`src/rtl/npc_pkg.sv`:
```
`default_nettype none
// ============================================================================
// Package     : npc_pkg
// Description : Shared types and constants for the NPC multi-cycle sequencer.
// Revision    : 1.0 - initial release
// ============================================================================
package npc_pkg;

  // Sequencer states, 3-bit encoding in listed order
  typedef enum logic [2:0] {
    S_FETCH_REQ  = 3'd0,
    S_FETCH_WAIT = 3'd1,
    S_EXEC       = 3'd2,
    S_MEM_REQ    = 3'd3,
    S_MEM_WAIT   = 3'd4,
    S_WB         = 3'd5,
    S_HALT       = 3'd6
  } npc_state_e;

  // addi x0, x0, 0 -- the instruction register resets to a harmless nop
  localparam logic [31:0] NOP_INST         = 32'h0000_0013;
  localparam logic [31:0] DEFAULT_RESET_PC = 32'h8000_0000;

  // An instruction needs the LSU if it is either a load or a store
  function automatic logic is_mem_op(input logic i_rd, input logic i_wr);
    return i_rd | i_wr;
  endfunction

endpackage
`default_nettype wire

```
`src/rtl/npc_instret_cnt.sv`:
```
`default_nettype none
// ============================================================================
// Module      : npc_instret_cnt
// Description : Retired-instruction counter, wraps modulo 2^CNT_W.
// Revision    : 1.0 - initial release
// ============================================================================
module npc_instret_cnt #(
  parameter int unsigned CNT_W = 64
) (
  input  logic             i_clk,
  input  logic             i_rst_n,
  input  logic             i_inc,
  output logic [CNT_W-1:0] o_cnt
);

  logic [CNT_W-1:0] r_cnt;

  // Count one per retire pulse; natural overflow gives the wrap
  always_ff @(posedge i_clk or negedge i_rst_n) begin
    if (!i_rst_n) begin
      r_cnt <= '0;
    end else if (i_inc) begin
      r_cnt <= r_cnt + CNT_W'(1);
    end
  end

  assign o_cnt = r_cnt;

endmodule
`default_nettype wire

```
`src/rtl/npc_mc_sequencer.sv`:
```
`default_nettype none
// ============================================================================
// Module      : npc_mc_sequencer
// Description : Multi-cycle control FSM for the NPC core. Owns PC, latched
//               instruction, load-data buffer and retire counter; talks to
//               IFU/LSU via valid/ready and gates GPR/CSR writes to WB.
// Revision    : 1.0 - initial release
// ============================================================================
module npc_mc_sequencer
  import npc_pkg::*;
#(
  parameter int unsigned     XLEN     = 32,
  parameter logic [XLEN-1:0] RESET_PC = XLEN'(DEFAULT_RESET_PC),
  parameter int unsigned     CNT_W    = 64
) (
  input  logic             i_clk,
  input  logic             i_rst_n,
  // instruction fetch
  output logic             o_ifu_req_valid,
  input  logic             i_ifu_req_ready,
  output logic [XLEN-1:0]  o_ifu_req_addr,
  input  logic             i_ifu_rsp_valid,
  output logic             o_ifu_rsp_ready,
  input  logic [31:0]      i_ifu_rsp_inst,
  // architectural state to the datapath
  output logic [31:0]      o_inst,
  output logic [XLEN-1:0]  o_pc,
  // decoder flags
  input  logic             i_dec_mem_rd,
  input  logic             i_dec_mem_wr,
  input  logic             i_dec_w_en,
  input  logic             i_dec_csr_w_en,
  input  logic             i_dec_jump,
  input  logic             i_dec_trap,
  input  logic             i_dec_halt,
  input  logic [XLEN-1:0]  i_jump_pc,
  input  logic [XLEN-1:0]  i_trap_pc,
  // data memory
  output logic             o_lsu_req_valid,
  input  logic             i_lsu_req_ready,
  input  logic             i_lsu_rsp_valid,
  input  logic [XLEN-1:0]  i_lsu_rsp_data,
  output logic [XLEN-1:0]  o_ld_data,
  // write gating and retire
  output logic             o_gpr_w_en,
  output logic             o_csr_w_en,
  output logic             o_commit,
  output logic [CNT_W-1:0] o_instret,
  output logic             o_halted
);

  npc_state_e      r_state;
  logic [XLEN-1:0] r_pc;
  logic [31:0]     r_inst;
  logic [XLEN-1:0] r_ld_data;
  logic            r_ifu_req_valid;
  logic            r_ifu_rsp_ready;
  logic            r_lsu_req_valid;
  logic            r_commit;      // high exactly while in WB
  logic            r_halted;
  logic [XLEN-1:0] w_pc_seq;
  logic [XLEN-1:0] w_pc_next;

  // Next PC with trap > jump > sequential priority; sequential wraps naturally
  assign w_pc_seq  = r_pc + XLEN'(4);
  assign w_pc_next = i_dec_trap ? i_trap_pc : (i_dec_jump ? i_jump_pc : w_pc_seq);

  // Sequencer FSM: state, datapath registers and registered handshake outputs
  always_ff @(posedge i_clk or negedge i_rst_n) begin
    if (!i_rst_n) begin
      r_state         <= S_FETCH_REQ;
      r_pc            <= RESET_PC;
      r_inst          <= NOP_INST;
      r_ld_data       <= '0;
      r_ifu_req_valid <= 1'b0;
      r_ifu_rsp_ready <= 1'b0;
      r_lsu_req_valid <= 1'b0;
      r_commit        <= 1'b0;
      r_halted        <= 1'b0;
    end else begin
      r_commit <= 1'b0;
      case (r_state)
        S_FETCH_REQ: begin
          // Raise the request (first cycle after reset) and hold it until taken
          r_ifu_req_valid <= 1'b1;
          if (r_ifu_req_valid && i_ifu_req_ready) begin
            r_ifu_req_valid <= 1'b0;
            r_ifu_rsp_ready <= 1'b1;
            r_state         <= S_FETCH_WAIT;
          end
        end
        S_FETCH_WAIT: begin
          if (i_ifu_rsp_valid) begin
            r_inst          <= i_ifu_rsp_inst;
            r_ifu_rsp_ready <= 1'b0;
            r_state         <= S_EXEC;
          end
        end
        S_EXEC: begin
          if (i_dec_halt) begin
            r_halted <= 1'b1;
            r_state  <= S_HALT;
          end else if (is_mem_op(i_dec_mem_rd, i_dec_mem_wr)) begin
            r_lsu_req_valid <= 1'b1;
            r_state         <= S_MEM_REQ;
          end else begin
            r_commit <= 1'b1;
            r_state  <= S_WB;
          end
        end
        S_MEM_REQ: begin
          if (i_lsu_req_ready) begin
            r_lsu_req_valid <= 1'b0;
            r_state         <= S_MEM_WAIT;
          end
        end
        S_MEM_WAIT: begin
          if (i_lsu_rsp_valid) begin
            // Stores complete here too but must not disturb the load buffer
            if (i_dec_mem_rd) begin
              r_ld_data <= i_lsu_rsp_data;
            end
            r_commit <= 1'b1;
            r_state  <= S_WB;
          end
        end
        S_WB: begin
          r_pc            <= w_pc_next;
          r_ifu_req_valid <= 1'b1;
          r_state         <= S_FETCH_REQ;
        end
        S_HALT: begin
          r_ifu_req_valid <= 1'b0;
          r_ifu_rsp_ready <= 1'b0;
          r_lsu_req_valid <= 1'b0;
          r_halted        <= 1'b1;
        end
        default: begin
          r_ifu_req_valid <= 1'b0;
          r_ifu_rsp_ready <= 1'b0;
          r_lsu_req_valid <= 1'b0;
          r_state         <= S_FETCH_REQ;
        end
      endcase
    end
  end

  npc_instret_cnt #(
    .CNT_W (CNT_W)
  ) u_instret (
    .i_clk   (i_clk),
    .i_rst_n (i_rst_n),
    .i_inc   (r_commit),
    .o_cnt   (o_instret)
  );

  assign o_ifu_req_valid = r_ifu_req_valid;
  assign o_ifu_req_addr  = r_pc;
  assign o_ifu_rsp_ready = r_ifu_rsp_ready;
  assign o_inst          = r_inst;
  assign o_pc            = r_pc;
  assign o_lsu_req_valid = r_lsu_req_valid;
  assign o_ld_data       = r_ld_data;
  // Decoder requests pass through only during the single WB cycle
  assign o_gpr_w_en      = r_commit & i_dec_w_en;
  assign o_csr_w_en      = r_commit & i_dec_csr_w_en;
  assign o_commit        = r_commit;
  assign o_halted        = r_halted;

endmodule
`default_nettype wire

```
`config.mk`:
```
export PLATFORM = sky130hd
export DESIGN_NAME = npc_mc_sequencer
export DESIGN_NICKNAME = d
export VERILOG_FILES = /design/src/rtl/npc_pkg.sv /design/src/rtl/npc_instret_cnt.sv /design/src/rtl/npc_mc_sequencer.sv
export SDC_FILE = /design/constraint.sdc
export NUM_CORES = 1
export LEC_CHECK = 0
export CORE_MARGIN = 2
export CORE_UTILIZATION = 44
export DETAILED_ROUTE_END_ITERATION = 10
export PLACE_DENSITY = 0.81
export SLEW_MARGIN = 20
export SYNTH_ARGS = -nofsm -noshare
export SYNTH_HDL_FRONTEND = slang
export SYNTH_HIERARCHICAL = 1
export SYNTH_SLANG_ARGS = --single-unit
```
`constraint.sdc`:
```
create_clock -name i_clk -period 2.6 [get_ports i_clk]
set_clock_uncertainty 0.05 [all_clocks]
set_input_delay 0.52 -clock i_clk [delete_from_list [all_inputs] [get_ports i_clk]]
set_output_delay 0.52 -clock i_clk [all_outputs]
set_load 0.01 [all_outputs]
```
==> metrics <==
DR WL/cell approximately 19 um; unrepaired setup endpoints after global routing false; via count roughly 7,600; clock buffer count from CTS 17; sequential area share after synthesis between 40% and 50%; Arrival @ worst endpoint about 2.6 ns; CP max-delay cell nor4_4; Antenna Cells 0; Worst Tran Pin Value around 0.7 ns; max-capacitance violation count 0; Die ar. 20,300 um2; number of global-route vias before repair between 7,000 and 8,000; Slew Limit Fails 0; via/cell ratio approximately 5.6; Core Area around 19,000 um2; utilization after layout 66.7%; commonest cells after routing, fill and taps aside 338 x clkdlybuf4s50_1, 164 x dfrtp_1, 60 x nand2_1; Post-synth ARST share between 90% and 100%; delay-heaviest family, CP simple AND/OR/NAND/NOR gates; mean post-synth cell area ~10 um2; Top Ports 340; Synth area leader dfrtp_1; row count 50; Crit path required time between 2 and 3 ns; crit path cell chain ha_1, nand3_1, nor4_4, nand2_1, a311o_1; Syn Inst Count 810; cell area after synthesis between 8000 and 9000 um2; min cycle time layout ~2.3 ns; setup repair bufs after CTS 0; P&R area growth vs syn 48.0%; dpl ws approximately 0.16 ns; critical path launch point type flip-flop; commonest non-fill, non-tap cell in the layout clkdlybuf4s50_1; first-pass GRT wire length approximately 40,000 um; fmax between 0.4 and 0.5 GHz; Clock Pin Slew Worst Setup and Hold Paths around 0.070 ns; DR iter-0 viols approximately 590; worst skew pair latency 0.42 ns; Post-Route WL ~26,000 um; Die Y 143 um; Setup Crit Path Kind flip-flop to flip-flop; Die X-Extent 143 um; Post-synth EDFFs 0; share of cells above drive strength 1 between 10 and 15%; HPWL Detailed about 19,000 um; #FFs+latches synth between 150 and 200; Pleak 5.08 nW; # setup viols final 0; CTS tree done; max incr delay on CP approximately 0.58 ns; Sink Count 168; CP max FO 9; relative slew slack 53.9%; Final Hold Viols 0; period utilization roughly nine tenths; Worst Path Buf+Inv 0; synth warn 6; DRT Pass-1 Iters 5; PortBufs 339; total grt overflow 0; residual DRC count 0; Netlist cell types 59; total track usage around a quarter; antenna violations before repair 0; pwr/cell area roughly 890 nW/um2; Hold WS around 0.43 ns; Yosys top cell area share roughly half; H-tree depth 4; largest net degree at the start of global routing between 50 and 60; Max Root-Sink Buffers 2; antenna viol nets, final 0; CTS Root Cell clkbuf_16; Final TNS setup 0 ns; Synthesized Nets around 950; run status complete, no violations; HP Class flip-flop to flip-flop; Initial Util 45.1%; CP Capture Type flip-flop; largest cells by area after synthesis dfrtp_1 49%, mux2_2 5.9%, xor2_1 3.3%; RePlAce Congestion slightly below 0.9; nets 1,263; final worst slack between 0.2 and 0.3 ns; Main synth FF type dfrtp_1; maximum VDD drop around 0.57 mV
worst reg2reg max path, cell delays in order, from the launching register on:
cell,delay (ns)
dfrtp_1,0.48
ha_1,0.27
nand3_1,0.25
nor4_4,0.58
nand2_1,0.18
a311o_1,0.39
kinds of logic (layout without fill, tap and decap cells):
logic type / Yosys count / in the layout / share of synthesized area, %
muxes: 68 / 68 / 9.01
AOI/OAI and AO/OA: 136 / 136 / 10.0
DFF: 168 / 168 / 49.8
xor gates and xnor gates: 63 / 63 / 6.52
and+or+nand+nor: 285 / 285 / 18.9
buffers and inverters: 88 / 411 / 5.49
adders and majority gates: 2 / 2 / 0.296
final cells by class:
| class | instances | area, um2 |
|---|---|---|
| clock buffers | 19 | 433 |
| clock inverters | 13 | 115 |
| fillers | 1455 | 6250 |
| inverters | 19 | 71.3 |
| multi-input cells | 554 | 3790 |
| flip-flops and latches | 168 | 4210 |
| well taps | 234 | 293 |
| repair buffers | 360 | 3600 |
through the flow:
stage	power [mW]	instances	area (um2)
3_5_place_dp	8.83	1334	12000
3_3_place_gp	8.70	1334	12000
6_report	11.2	1367	12500
5_1_grt	11.8	1367	12500
4_1_cts	11.3	1367	12500
2_1_floorplan	6.25	810	8460
cell usage after synthesis, types with 5 or more instances:
library cell / number
nand2_1: 60
a31oi_1: 12
nor4_2: 8
inv_1: 19
mux2_1: 21
a221oi_1: 9
a22oi_1: 12
nand2b_1: 5
and3_1: 8
a21oi_1: 24
and2_1: 6
nor3_1: 30
buf_4: 32
clkbuf_1: 24
o22ai_1: 5
xor2_1: 32
xnor2_1: 31
nor2_1: 56
a22o_1: 6
o21ai_0: 36
o21ai_1: 15
nand4_1: 26
nor4_1: 11
nand3_1: 42
dfrtp_1: 164
buf_2: 11
mux2_2: 44
repair_timing:
item                                   in CTS  in global routing
hold buffers                                1                  0
resized for setup                           0                  0
endpoints found under the hold margin      44                  0
final timing paths:
kind / from / end / slack [ns] / cells after the start
setup / recovery: o_ifu_req_addr[3]$_DFFE_PN0P_ / o_ifu_req_addr[30]$_DFFE_PN0P_ / 0.27 / 5
hold / removal: o_ld_data[7]$_DFFE_PN0P_ / o_ld_data[7]$_DFFE_PN0P_ / 0.43 / 1
setup reg to reg: o_ifu_req_addr[3]$_DFFE_PN0P_ / o_ifu_req_addr[30]$_DFFE_PN0P_ / 0.27 / 5
hold reg to reg: o_ld_data[7]$_DFFE_PN0P_ / o_ld_data[7]$_DFFE_PN0P_ / 0.43 / 1
max in group asynchronous: i_rst_n / o_inst[4]$_DFFE_PN1P_ / 1.23 / 3
min in group asynchronous: i_rst_n / u_instret/o_cnt[39]$_DFFE_PN0P_ / 0.55 / 2
state kept, by name, indices dropped and copies added, names as in the netlist:
register         count
o_ifu_req_valid      1
o_lsu_req_valid      1
u_instret/o_cnt     64
o_ld_data           32
o_inst              32
o_ifu_rsp_ready      1
o_commit             1
o_halted             1
r_state              3
o_ifu_req_addr      32
power breakdown:
group          total (mW)  switching, mW  internal, mW
Combinational        4.49           1.84          2.66
Clock                2.38           1.13          1.25
Sequential           4.30          0.864          3.43
layer usage:
layer	vias up	wire [um]	global-route usage [%]
met1	3697	10300	31.8
met4	0	463	7.09
met2	361	13000	44.1
met3	37	1970	6.14
li1	3506	-	-
met5	-	0	0
Note: power is estimated with default switching activity, not from simulation.
